===== src/rtl/addsub_pkg.sv =====
// addsub_pkg: shared FSM encoding and default widths for the add/sub arbiter
package addsub_pkg;
    typedef enum logic [1:0] {IDLE, EXEC, RESP} state_t;
    localparam int W_DEF = 4;
    localparam int CNT_W = 8;
endpackage


===== src/rtl/myaddsub.sv =====
// myaddsub: unsigned add, or subtract returning magnitude plus sign
module myaddsub #(
    parameter int W = 4
) (
    input  logic [W-1:0] A,
    input  logic [W-1:0] B,
    input  logic         M,
    output logic [W:0]   S,
    output logic         sign
);
    // subtract always yields the magnitude; sign flags a negative difference
    always_comb begin
        S    = M ? (A < B ? {1'b0, B - A} : {1'b0, A - B}) : {1'b0, A} + {1'b0, B};
        sign = M & (A < B);
    end
endmodule


===== src/rtl/addsub_arbiter.sv =====
// addsub_arbiter: two requesters time-share one myaddsub through an IDLE/EXEC/RESP FSM
module addsub_arbiter
    import addsub_pkg::*;
#(
    parameter bit RR_EN = 1'b1,
    parameter int W     = W_DEF
) (
    input  logic             clk,
    input  logic             rst,
    input  logic             req0_valid,
    input  logic [W-1:0]     req0_A,
    input  logic [W-1:0]     req0_B,
    input  logic             req0_M,
    output logic             req0_ready,
    input  logic             req1_valid,
    input  logic [W-1:0]     req1_A,
    input  logic [W-1:0]     req1_B,
    input  logic             req1_M,
    output logic             req1_ready,
    output logic             resp_valid,
    input  logic             resp_ready,
    output logic             resp_id,
    output logic [W:0]       S,
    output logic             sign,
    output logic [CNT_W-1:0] op_count
);
    state_t       state;
    logic         ptr;
    logic [W-1:0] a_q, b_q;
    logic         m_q, id_q;
    logic         gnt0, gnt1;
    logic [W:0]   s_x;
    logic         sign_x;

    // requester 1 wins when alone, or when both ask and the round-robin pointer favours it
    always_comb begin
        gnt1 = req1_valid & (~req0_valid | (RR_EN & ptr));
        gnt0 = req0_valid & ~gnt1;
    end

    assign req0_ready = ~rst & (state == IDLE) & gnt0;
    assign req1_ready = ~rst & (state == IDLE) & gnt1;
    assign resp_valid = (state == RESP);

    myaddsub #(.W(W)) u_myaddsub (
        .A    (a_q),
        .B    (b_q),
        .M    (m_q),
        .S    (s_x),
        .sign (sign_x)
    );

    // grant latches operands, EXEC captures the result, RESP holds it until taken
    always_ff @(posedge clk or posedge rst) begin
        if (rst) begin
            state    <= IDLE;
            ptr      <= 1'b0;
            a_q      <= '0;
            b_q      <= '0;
            m_q      <= 1'b0;
            id_q     <= 1'b0;
            S        <= '0;
            sign     <= 1'b0;
            resp_id  <= 1'b0;
            op_count <= '0;
        end else begin
            case (state)
                IDLE: if (gnt0 | gnt1) begin
                    state <= EXEC;
                    a_q   <= gnt1 ? req1_A : req0_A;
                    b_q   <= gnt1 ? req1_B : req0_B;
                    m_q   <= gnt1 ? req1_M : req0_M;
                    id_q  <= gnt1;
                    ptr   <= ~gnt1;
                end
                EXEC: begin
                    S       <= s_x;
                    sign    <= sign_x;
                    resp_id <= id_q;
                    state   <= RESP;
                end
                RESP: if (resp_ready) begin
                    state    <= IDLE;
                    op_count <= op_count + CNT_W'(1);
                end
                default: state <= IDLE;
            endcase
        end
    end
endmodule

===== config.mk =====
export PLATFORM = sky130hd
export DESIGN_NAME = addsub_arbiter
export DESIGN_NICKNAME = d
export VERILOG_FILES = /design/src/rtl/addsub_pkg.sv /design/src/rtl/myaddsub.sv /design/src/rtl/addsub_arbiter.sv
export SDC_FILE = /design/constraint.sdc
export NUM_CORES = 1
export LEC_CHECK = 0
export BUFFER_PORTS_ARGS = -buffer_cell sky130_fd_sc_hd__buf_2
export CAP_MARGIN = 10
export CORE_ASPECT_RATIO = 0.5
export CORE_UTILIZATION = 50
export CTS_BUF_LIST = sky130_fd_sc_hd__clkbuf_4 sky130_fd_sc_hd__clkbuf_8
export DETAILED_ROUTE_END_ITERATION = 10
export HOLD_SLACK_MARGIN = 0.03
export MAX_ROUTING_LAYER = met4
export PLACE_DENSITY = 0.79
export SLEW_MARGIN = 15
export SYNTH_ARGS = -nofsm -noshare
export SYNTH_HDL_FRONTEND = slang
export SYNTH_SLANG_ARGS = --single-unit
export TNS_END_PERCENT = 10

===== constraint.sdc =====
create_clock -name clk -period 1.7 [get_ports clk]
set_input_delay 0.34 -clock clk [delete_from_list [all_inputs] [get_ports clk]]
set_output_delay 0.34 -clock clk [all_outputs]
set_load 0.05 [all_outputs]

# Yosys cells after proc, flatten, opt, wreduce, memory -nomap -nowiden
# Index checks and enable logic that the tools add are counted.
# classes
add_sub_neg	4
n_lt_le_gt_ge	1
eq_ne	4
n_mux	8
bitwise	11
n_reduce_logical	4
# op_table
cell	n
$mux W4	3
$add A8 B1 Y8 const B	1
$sub A4 B4 Y4	2
$and A1 B1 Y1	6
$pmux W2 S3	1
$reduce_and A2 Y1	3
$add A4 B4 Y5	1
$mux W5	1
$lt A4 B4 Y1	1
$mux W2	2
$ne A2 B1 Y1 const B	2
$not A1 Y1	3
$eq A2 B1 Y1 const B	1
$eq A2 B2 Y1 const B	1
$logic_not A2 Y1	1
$or A1 B1 Y1	2
$mux W1	1
# totals
regBits	28
inputBits	23
output_inout_bits	18
word_cells	42

# Logic depth before layout (Yosys ltp)
# depth
ltp_word	8
mapped_depth	8
mapped_depth_nobuf	7

# Modules after synthesis
# A second synthesis with hierarchy kept.
# unflattened
cells_unflattened	169
area_unflattened_um2	1696.6
# modules_own_cells
module	n_inst	cells_per_inst	area_each_um2	seq_area_each_um2
addsub_arbiter	1	118	1293.7	700.7
myaddsub	1	51	402.9	0.0

# Worst setup path before layout
# Ideal clock, no wire load.
# synth_path
path_kind	in2out
startpoint	input req0_valid
endpoint	output req1_ready
arrival_ns	2.096
required_time_ns	1.360
path_slack_ns	-0.736
cell_stages	4
path_buffers	1
cell_sequence	inv_1 -> o21ai_2 -> buf_4 -> nor4_1
# synth_via
elab_chain_len	4
# synth_rtl
item	line_no	source
from (decl)	addsub_arbiter.sv:10	input logic req0_valid,
$not A1 Y1	addsub_arbiter.sv:37	gnt1 = req1_valid & (~req0_valid | (RR_EN & ptr));
$or A1 B1 Y1	addsub_arbiter.sv:37	
$and A1 B1 Y1	addsub_arbiter.sv:37	
$and A1 B1 Y1	addsub_arbiter.sv:42	assign req1_ready = ~rst & (state == IDLE) & gnt1;
to (decl)	addsub_arbiter.sv:19	output logic req1_ready,
# Every way passes these cells.

# Worst setup path in the final report
# layout_path
startpoint	register a_q[0]
endpoint	register S[3]
# layout_via
elab_chain_len	3
word_cells_on_any_way	6
classes_between	add/sub (3); order compare (1); mux (2)
# layout_rtl
item	line_no	source
from (decl)	addsub_arbiter.sv:29	logic [W-1:0] a_q, b_q;
from (signal assigned)	addsub_arbiter.sv:70	a_q <= gnt1 ? req1_A : req0_A;
$sub A4 B4 Y4 / $lt A4 B4 Y1 (equally long branches)	myaddsub.sv:13	S = M ? (A < B ? {1'b0, B - A} : {1'b0, A - B}) : {1'b0, A} + {1'b0, B};
$mux W4	myaddsub.sv:13	
$mux W5 (*)	myaddsub.sv:13	
to (signal assigned)	addsub_arbiter.sv:62	S <= '0;
to (signal assigned)	addsub_arbiter.sv:77	S <= s_x;
to (decl)	addsub_arbiter.sv:23	output logic [W:0] S,
# Every way passes the cells marked *; elsewhere a longest branch is shown, timed or not.
# A chain may end at the register's enable or synchronous reset.

==> qor.yml <==
pwr:
  power_frac_seq: 0.258
  max-vdd-ir-drop_uv: 1060
  p_switching_mw: 2.27
  pwr-share-comb: 0.631
  p_int_mw: 2.47
  powerDensity_mw_per_mm2: 2230
  clockPowerShare: 0.111
  swShare: 0.478
  leakage_nw: 1.09
die:
  die_h_um: 42.8
  core.rowCount: 14
  boundaryPins: 41
  start_util: 0.540
  die_x_um: 83.6
  core_mm2: 0.00308
  die-area_mm2: 0.00358
critical_path:
  path_max_fanout: 3
  required_ns: 1.89
  worstReg2RegStart: "a_q[0]"
  cpMaxStageDelayCell: "fa_2"
  start_kind: "flip-flop"
  critical-path-max-stage-delay_ns: 0.39
  critPathCaptureType: "flip-flop"
  reg2reg_to: "S[3]"
  critPathKind: "flip-flop to flip-flop"
  worstPathCellList: "inv_1 -> ha_1 -> fa_2 -> o21ai_4 -> mux2i_4 -> a211oi_2 -> o311ai_1"
  critical_path_arrival_ns: 1.99
  r2r_cells: 7
  ff2ff_setup_slack_ns: -0.10
logic_synthesis:
  synthTopCellsByArea: "dfrtp_1, ha_1, mux2i_1"
  synth_warnings: 0
  synth_seq_cells: 28
  synth_edf_count: 0
  syn_inst: 165
  synth_top_area_frac: 0.421
  synth-seq-area-share: 0.421
  synth.distinct_cells: 39
  synth_area_mm2: 0.00166
  avgSynthCellArea_um2: 10.1
  async_flop_share: 1.00
  synth_top_area_cell: "dfrtp_1"
  synth_nets: 204
  synthFlopType: "dfrtp_1"
global_route:
  grt_first_pass_wirelength_mm: 5.97
  grt_max_degree: 29
  grt.total_usage: 0.222
  antenna_found_initial: 0
  grt_overflow: 0
  grt_pass1_vias: 1269
sta:
  worst_slack_ns: -0.102
  setup_viol: 6
  finalCritPeriodShare: 1.06
  min_period_ns: 1.80
  slew_headroom: 0.752
  maxSlewViolCount: 0
  hold_viol_final: 0
  whs_ns: 0.162
  max_freq_mhz: 555
  tns_ns: -0.219
  max_slew.worst_pin.slew_ns: 0.371
  rsz0062_at_grt: "true"
  clock_skew_ns: 0.00822
cts:
  cts_sinks: 28
  cts_buffers: 3
  root_buffer: "clkbuf_8"
  clkLatencyLatePin_ns: 0.28
  htreeDepth: 1
  clockBufferDepth: 2
  clkTransAtPathRegs_ns: 0.10
  cts_tree: "built"
  hold_buffers: 0
drt:
  first_pass_iters: 4
  wl_mm: 3.47
  ant_nets: 0
  routedWlPerCell_um: 13.4
  drc: 0
  drt_iter0_drc: 63
  vias_per_cell: 5.09
  vias: 1312
layout:
  fillerInstances: 240
  layout-drive-gt1-share: 0.362
  multi_input_area_um2: 921
  n_antenna_cell: 0
  syn2layout_area_growth_pct: 27.4
  ff_latch_area_um2: 701
  fin_cells: 258
  final_util: 0.688
  nets: 258
status:
  violations: "setup timing"
  status: "finished, violations left"
hold_path:
  min_path_type: "input pin to asynchronous set/reset pin"
place:
  pre_cts_slack_ns: -0.216
  place_inst: 254
  io_buffers: 40
  place_hpwl_mm: 2.56
  routabilityCongestion: 0.816
flow_run:
  maxCapViolCount: 0
## cells in the mapped netlist (2+ instances only)
cell type and n:
fa_1 3, a21oi_1 14, mux2i_1 11, nor2_1 14, xnor2_1 4, buf_2 3, nand3_1 2, nor2b_1 2
dfrtp_1 28, buf_4 4, nand2_1 15, o21ai_0 5, nand2b_1 2, o21bai_1 2, xor2_1 4, ha_1 13
a211oi_1 2, inv_1 13, a31oi_1 2, o31ai_1 3
## cell usage in the layout, fill, tap and decap left out, types with 2 or more instances in the layout
cell type / n
mux2i_1: 10
o21ai_0: 2
clkbuf_8: 3
nand2b_1: 2
nor2b_1: 2
a31oi_1: 2
buf_4: 18
o21ai_1: 3
nand3_1: 2
xnor2_1: 4
a21oi_1: 14
dfrtp_1: 28
o31ai_1: 3
nor2_1: 14
ha_2: 2
o21ai_2: 2
buf_2: 38
ha_1: 11
xor2_1: 4
fa_2: 2
nand2_1: 15
inv_1: 12
o21bai_1: 2
## through the flow
stage          instance area (µm²)  power (mW)
6_report                      2120        4.74
5_1_grt                       2120        5.10
4_1_cts                       2100        4.59
3_5_place_dp                  2000        3.90
3_3_place_gp                  2000        3.78
2_1_floorplan                 1670        3.13
## worst max-delay path by stage
stage	to	slack, ns	depth (start not counted)	startpoint
after floorplan	req1_ready	-0.14	4	req0_valid
after global placement	S[3]	-0.09	7	a_q[0]
after detailed placement	S[3]	-0.22	7	a_q[0]
after CTS	S[3]	-0.11	7	a_q[0]
after global routing	S[3]	-0.17	7	a_q[2]
final	S[3]	-0.10	7	a_q[0]
## power by group through the flow
stage          combinational, mW  clock [mW]  sequential (mW)
2_1_floorplan               1.53           0             1.59
3_3_place_gp                2.58           0             1.20
3_5_place_dp                2.67           0             1.23
4_1_cts                     2.83       0.535             1.22
5_1_grt                     3.26       0.563             1.27
6_report                    2.99       0.528             1.22
## cell families (layout without fill, tap and decap cells)
family,Yosys count,in the layout,synth area share
AOI/OAI and AO/OA,36,36,0.139
and+or+nand+nor,45,45,0.135
DFF,28,28,0.421
muxes,12,12,0.0729
buffers and inverters,20,73,0.0564
xor gates and xnor gates,8,8,0.0421
adders and majority gates,16,16,0.134
## sequential cells by signal (all words and copies together) (netlist names), 2 cells and up
name      cells
b_q           4
a_q           4
S             5
state         2
op_count      8
## cell type report
cell class | count | share of cell area
clock buffer | 3 | 0.0195
timing repair buffer | 56 | 0.153
inverter | 13 | 0.0248
clock inverter | 1 | 0.0142
tap | 40 | 0.0236
multi-input combinational | 117 | 0.434
sequential | 28 | 0.330
## critical path: cells and delay by family, from the launching register on
kind	cells	cell delay [ns]
buffers and inverters	1	0.05
flip-flops	1	0.36
adder cells (fa/ha/maj)	2	0.62
multiplexers	1	0.29
AO/OA/AOI/OAI	3	0.39
## timing repair
| action | CTS | global route |
|---|---|---|
| setup endpoints to repair | 7 | 7 |
| pin swaps | 3 | 0 |
| resized for setup | 11 | 5 |
| setup buffers | 0 | 0 |
## metal layers
layer  vias up  wire length (µm)  GRT usage
met5         -                 0          -
met4         0                74     0.0678
met3         8               152     0.0506
met2        38              1650      0.377
met1       603              1590      0.271
li1        663                 -          -
(Power assumes the default switching activity.)
